==> config.mk <==
export PLATFORM = sky130hd
export DESIGN_NAME = prog_loader
export DESIGN_NICKNAME = d
export VERILOG_FILES = /design/src/rtl/prog_loader.sv
export SDC_FILE = /design/constraint.sdc
export NUM_CORES = 1
export LEC_CHECK = 0
export CAP_MARGIN = 0
export CORE_UTILIZATION = 30
export CTS_CLUSTER_SIZE = 14
export DETAILED_ROUTE_END_ITERATION = 6
export SLEW_MARGIN = 40
export SYNTH_ARGS = -nofsm -noshare
export SYNTH_HDL_FRONTEND = slang
export SYNTH_SLANG_ARGS = --single-unit
export TNS_END_PERCENT = 50
==> constraint.sdc <==
create_clock -name clk -period 5.3 [get_ports clk]
set_input_delay 1.325 -clock clk [delete_from_list [all_inputs] [get_ports clk]]
set_output_delay 1.325 -clock clk [all_outputs]
set_load 0.005 [all_outputs]
==> src/rtl/prog_loader.sv <==
// Byte-stream program loader: parses a big-endian word count plus data words,
// writes them into instruction memory, then releases the core from reset.
module prog_loader #(
  parameter int ADDR_WIDTH = 8,
  parameter int BASE_ADDR  = 0
) (
  input  logic                  clk,
  input  logic                  rstb,
  input  logic                  start,
  input  logic [7:0]            in_data,
  input  logic                  in_valid,
  output logic                  in_ready,
  output logic                  mem_we,
  output logic [ADDR_WIDTH-1:0] mem_addr,
  output logic [31:0]           mem_wdata,
  output logic                  core_rstb,
  output logic                  busy,
  output logic                  err
);

  typedef enum logic [1:0] {
    HDR_HI,
    HDR_LO,
    DATA,
    DONE
  } state_t;

  // Number of words that fit between BASE_ADDR and the top of memory.
  localparam int unsigned DEPTH    = 32'd1 << ADDR_WIDTH;
  localparam int unsigned CAPACITY = DEPTH - 32'(BASE_ADDR);

  state_t        state;
  state_t        state_nxt;
  logic          accept;
  logic [7:0]    n_hi;
  logic [15:0]   hdr_n;
  logic [15:0]   words_left;
  logic [1:0]    byte_cnt;
  logic [23:0]   asm_q;
  logic [16:0]   word_idx;
  logic          last_byte;

  assign in_ready  = (state != DONE);
  assign busy      = (state != DONE);
  assign accept    = in_valid && in_ready;
  assign hdr_n     = {n_hi, in_data};
  assign last_byte = (byte_cnt == 2'd3);

  // NOTE: state register uses non-blocking assignment so every flop samples
  // pre-edge values; blocking here would create order-dependent simulation.
  always_ff @(posedge clk or negedge rstb) begin
    if (!rstb) state <= HDR_HI;
    else       state <= state_nxt;
  end

  // NOTE: next-state defaults to the current state before the case, so no
  // path through this block leaves state_nxt unassigned (no latch).
  always_comb begin
    state_nxt = state;
    case (state)
      HDR_HI: if (accept) state_nxt = HDR_LO;
      HDR_LO: if (accept) state_nxt = (hdr_n == 16'd0) ? DONE : DATA;
      DATA:   if (accept && last_byte && words_left == 16'd1) state_nxt = DONE;
      DONE:   if (start) state_nxt = HDR_HI;
      default: state_nxt = HDR_HI;
    endcase
  end

  always_ff @(posedge clk or negedge rstb) begin
    if (!rstb) begin
      n_hi       <= 8'd0;
      words_left <= 16'd0;
      byte_cnt   <= 2'd0;
      asm_q      <= 24'd0;
      word_idx   <= 17'd0;
      mem_we     <= 1'b0;
      mem_addr   <= BASE_ADDR[ADDR_WIDTH-1:0];
      mem_wdata  <= 32'd0;
      core_rstb  <= 1'b0;
      err        <= 1'b0;
    end else begin
      mem_we <= 1'b0;
      // The address advances on the edge after each strobe, wrapping naturally.
      if (mem_we) mem_addr <= mem_addr + 1'b1;

      case (state)
        HDR_HI: if (accept) n_hi <= in_data;

        HDR_LO: if (accept) begin
          if (hdr_n != 16'd0) begin
            words_left <= hdr_n;
            byte_cnt   <= 2'd0;
            word_idx   <= 17'd0;
            mem_addr   <= BASE_ADDR[ADDR_WIDTH-1:0];
          end
          if (32'(hdr_n) > CAPACITY) err <= 1'b1;
        end

        DATA: if (accept) begin
          byte_cnt <= byte_cnt + 2'd1;
          asm_q    <= {asm_q[15:0], in_data};
          if (last_byte) begin
            words_left <= words_left - 16'd1;
            word_idx   <= word_idx + 17'd1;
            // Overflow words are still consumed so the stream stays in sync.
            if (32'(word_idx) < CAPACITY) begin
              mem_we    <= 1'b1;
              mem_wdata <= {asm_q, in_data};
            end
          end
        end

        DONE: begin
          if (start) begin
            core_rstb <= 1'b0;
            err       <= 1'b0;
          end else begin
            core_rstb <= 1'b1;
          end
        end

        default: ;
      endcase
    end
  end

endmodule

==> results by group <==
Power and ir drop
  – Leak: 2.77 nW
  – Power Density: 452 nW/um^2
  – Peak VDD IR: 0.000285 V

Synth
  – Synth unique cells: 46
  – Ys async rst share: 100%
  – Post-synth EDFFs: 0
  – Ys Warns: 0
  – Cells after Synth: 483
  – Average size of a mapped cell: 11.0 um^2
  – Syn Std Cell Area: 5320 um^2
  – Seq cells post-synth: 112
  – Post-Syn Nets: 505
  – Top_reg_cell synth: dfrtp_1
  – Seq/Total Area, Yosys: 52.7%

Critical path
  – Worst EP arrival: 3.92 ns
  – Critical path's top delay family: simple AND/OR/NAND/NOR gates
  – Worst Setup SP: in_data[3]
  – Max incr delay on CP: 0.65 ns
  – Worst-path cell chain: clkdlybuf4s50_1, nor4_1, nand4_1, o21ai_2, buf_4, or4b_1, nand3_1
  – WP buf/inv: 2
  – CP max stage cell: o21ai_2
  – Worst r2r src: state[0]$_DFFE_PN0P_
  – Crit path launch type: primary input
  – Critical path class: in -> reg
  – Largest fanout on the critical path: 20
  – Req. time, crit path: 5.54 ns
  – Nature of the critical path endpoint: register

Floorplanning
  – Vert. Die Dim: 135 um
  – # rows: 48
  – DIE WIDTH: 135 um
  – Initial Utilization: 30.8%
  – Core area: 17300 um^2
  – Full die area: 18300 um^2
  – IO Pins: 57

Drt
  – Via/cell ratio: 5.14
  – Final WL: 12200 um
  – Drt pass-1 iters: 4
  – Wire per inst: 16.1 um
  – DR iter-0 viols: 220
  – Vias: 3915
  – # DRC: 0
  – Post-route ant nets: 0

Global route
  – First-pass GRT wire length: 20400 um
  – Number of global-route vias before repair: 4038
  – Initial antenna violation count: 0
  – Tot GR Track Use: 14.2%
  – Grt total ovfl: 0
  – Largest net degree at the start of global routing: 86

Job
  – Max-cap viol count: 0

Status
  – Outcome: complete, no violations

Clock network
  – Clk buf depth: 2
  – H-tree levels: 3
  – Clock sinks: 112
  – TritonCTS clock tree: done
  – Total CTS buffers: 9
  – Hold Buf Count CTS: 0
  – Clock Pin Slew Worst Setup and Hold Paths: 0.08 ns
  – Clk_lat worst skew: 0.36 ns
  – CTS resizes: 0
  – Setup bufs post-CTS: 0
  – Clock tree root buffer cell: clkbuf_16

STA
  – Min cycle time layout: 3.68 ns
  – Clock Skew: 0.00997 ns
  – Worst-Margin Slew: 0.833 ns
  – Pins over their slew limit: 0
  – Max-slew headroom: 44.3%
  – Setup Viol. Count Final: 0
  – Unrepaired setup endpoints after global routing: no
  – Endpoints failing hold: 0
  – TNS Setup: 0 ns
  – Achievable Freq: 271 MHz
  – Final Cycle Share: 69.5%

Cells and area
  – Layout cells sized above 1: 16.2%
  – Fin area: 6410 um^2
  – Fin nets: 553
  – Commonest non-fill, non-tap cell in the layout: dfrtp_1
  – Commonest non-fill, non-tap cells in the layout: dfrtp_1 (112), mux2_2 (58), clkdlybuf4s50_1 (55), nand2_1 (38), nand3_1 (36)
  – FF+latch area: 2800 um^2
  – Fill cells: 1718
  – Layout area overhead: 20.6%
  – Area occupied by multi-input gates: 2370 um^2
  – Antenna diode count: 0

Placement
  – Number of I/O port buffers: 56
  – Post-DP Area: 6110 um^2
  – Dpl hpwl: 8470 um
  – Placer Congestion: 0.830

Worst hold path
  – Min-delay src: asm_q[16]$_DFFE_PN0P_
  – Hold crit path type: reg -> reg
-- logic make-up after synthesis --
logic type	share of synthesized area (%)
simple gates	17.8
mux	14.1
flops	52.7
compound gates	9.01
xor+xnor	1.15
buf+inv	2.96
fa+ha+maj	2.35
-- sequential cells by signal, indices dropped and copies added, names as in the netlist --
signal and count:
core_rstb 1, mem_wdata 32, mem_addr 8, word_idx 17, asm_q 24, words_left 16
byte_cnt 2, err 1, n_hi 8, mem_we 1, state 2
-- final timing paths --
kind | slack [ns] | endpoint | cells after the start
setup / recovery | 1.62 | word_idx[6]$_DFFE_PN0P_ | 7
hold / removal | 0.50 | mem_wdata[24]$_DFFE_PN0P_ | 1
setup reg to reg | 2.07 | mem_wdata[30]$_DFFE_PN0P_ | 9
hold reg to reg | 0.50 | mem_wdata[24]$_DFFE_PN0P_ | 1
max in group asynchronous | 3.41 | word_idx[3]$_DFFE_PN0P_ | 2
min in group asynchronous | 1.00 | mem_wdata[17]$_DFFE_PN0P_ | 1
-- Yosys cell counts (all sizes together) (2+ instances only) --
cell	count	share of area (%)
o21ai	27	2.5
o211ai	5	0.71
a22oi	2	0.28
nand2	38	2.7
nand4b	7	1.2
or3	2	0.24
or4	6	0.99
xor2	6	0.99
nand3	36	3.4
nand4	13	1.5
a22o	7	1.2
and3	5	0.59
nor4	7	0.82
dfrtp	112	53
a31oi	4	0.47
and4	2	0.33
o22a	2	0.33
a21oi	13	1.2
nor3	8	0.75
clkbuf	20	1.4
ha	10	2.4
inv	13	0.92
buf	5	0.63
a21boi	4	0.56
nand2b	6	0.71
nor2b	5	0.59
mux2	64	14
or4b	9	1.7
nor2	26	1.8
a21o	4	0.56
mux2i	3	0.56
o31ai	3	0.42
-- layer usage --
layer | vias to the layer above | share of wire (%) | track usage [%]
li1 | 1856 | - | -
met1 | 1959 | 44 | 17.6
met2 | 83 | 51 | 24.4
met3 | 17 | 3.6 | 3.37
met4 | 0 | 1.4 | 4.68
met5 | - | 0 | 0
-- power breakdown --
group,internal (mW),switching [mW]
Sequential,1.10,0.254
Combinational,0.398,0.461
Clock,0.334,0.345
Total,1.84,1.06
-- stage by stage --
stage / cells / worst slack [ns] / utilization (%) / total power [mW] / hold WS (ns)
2_1_floorplan: 483 / 2.38 / - / 1.94 / 0.452
3_3_place_gp: 745 / 1.36 / 35.3 / 2.19 / 0.466
3_5_place_dp: 745 / 1.26 / 35.3 / 2.24 / 0.478
4_1_cts: 761 / 1.64 / 37.1 / 2.92 / 0.505
5_1_grt: 761 / 1.34 / 37.1 / 3.10 / 0.514
6_report: 761 / 1.62 / 37.1 / 2.90 / 0.496
-- layout make-up --
type / count / area share (%)
Clock buffer: 9 / 3.51
Clock inverter: 7 / 1.19
Inverter: 13 / 0.761
Multi-Input combinational cell: 333 / 37.0
Sequential cell: 112 / 43.7
Tap cell: 225 / 4.39
Timing Repair Buffer: 62 / 9.50
(Power assumes the default switching activity.)
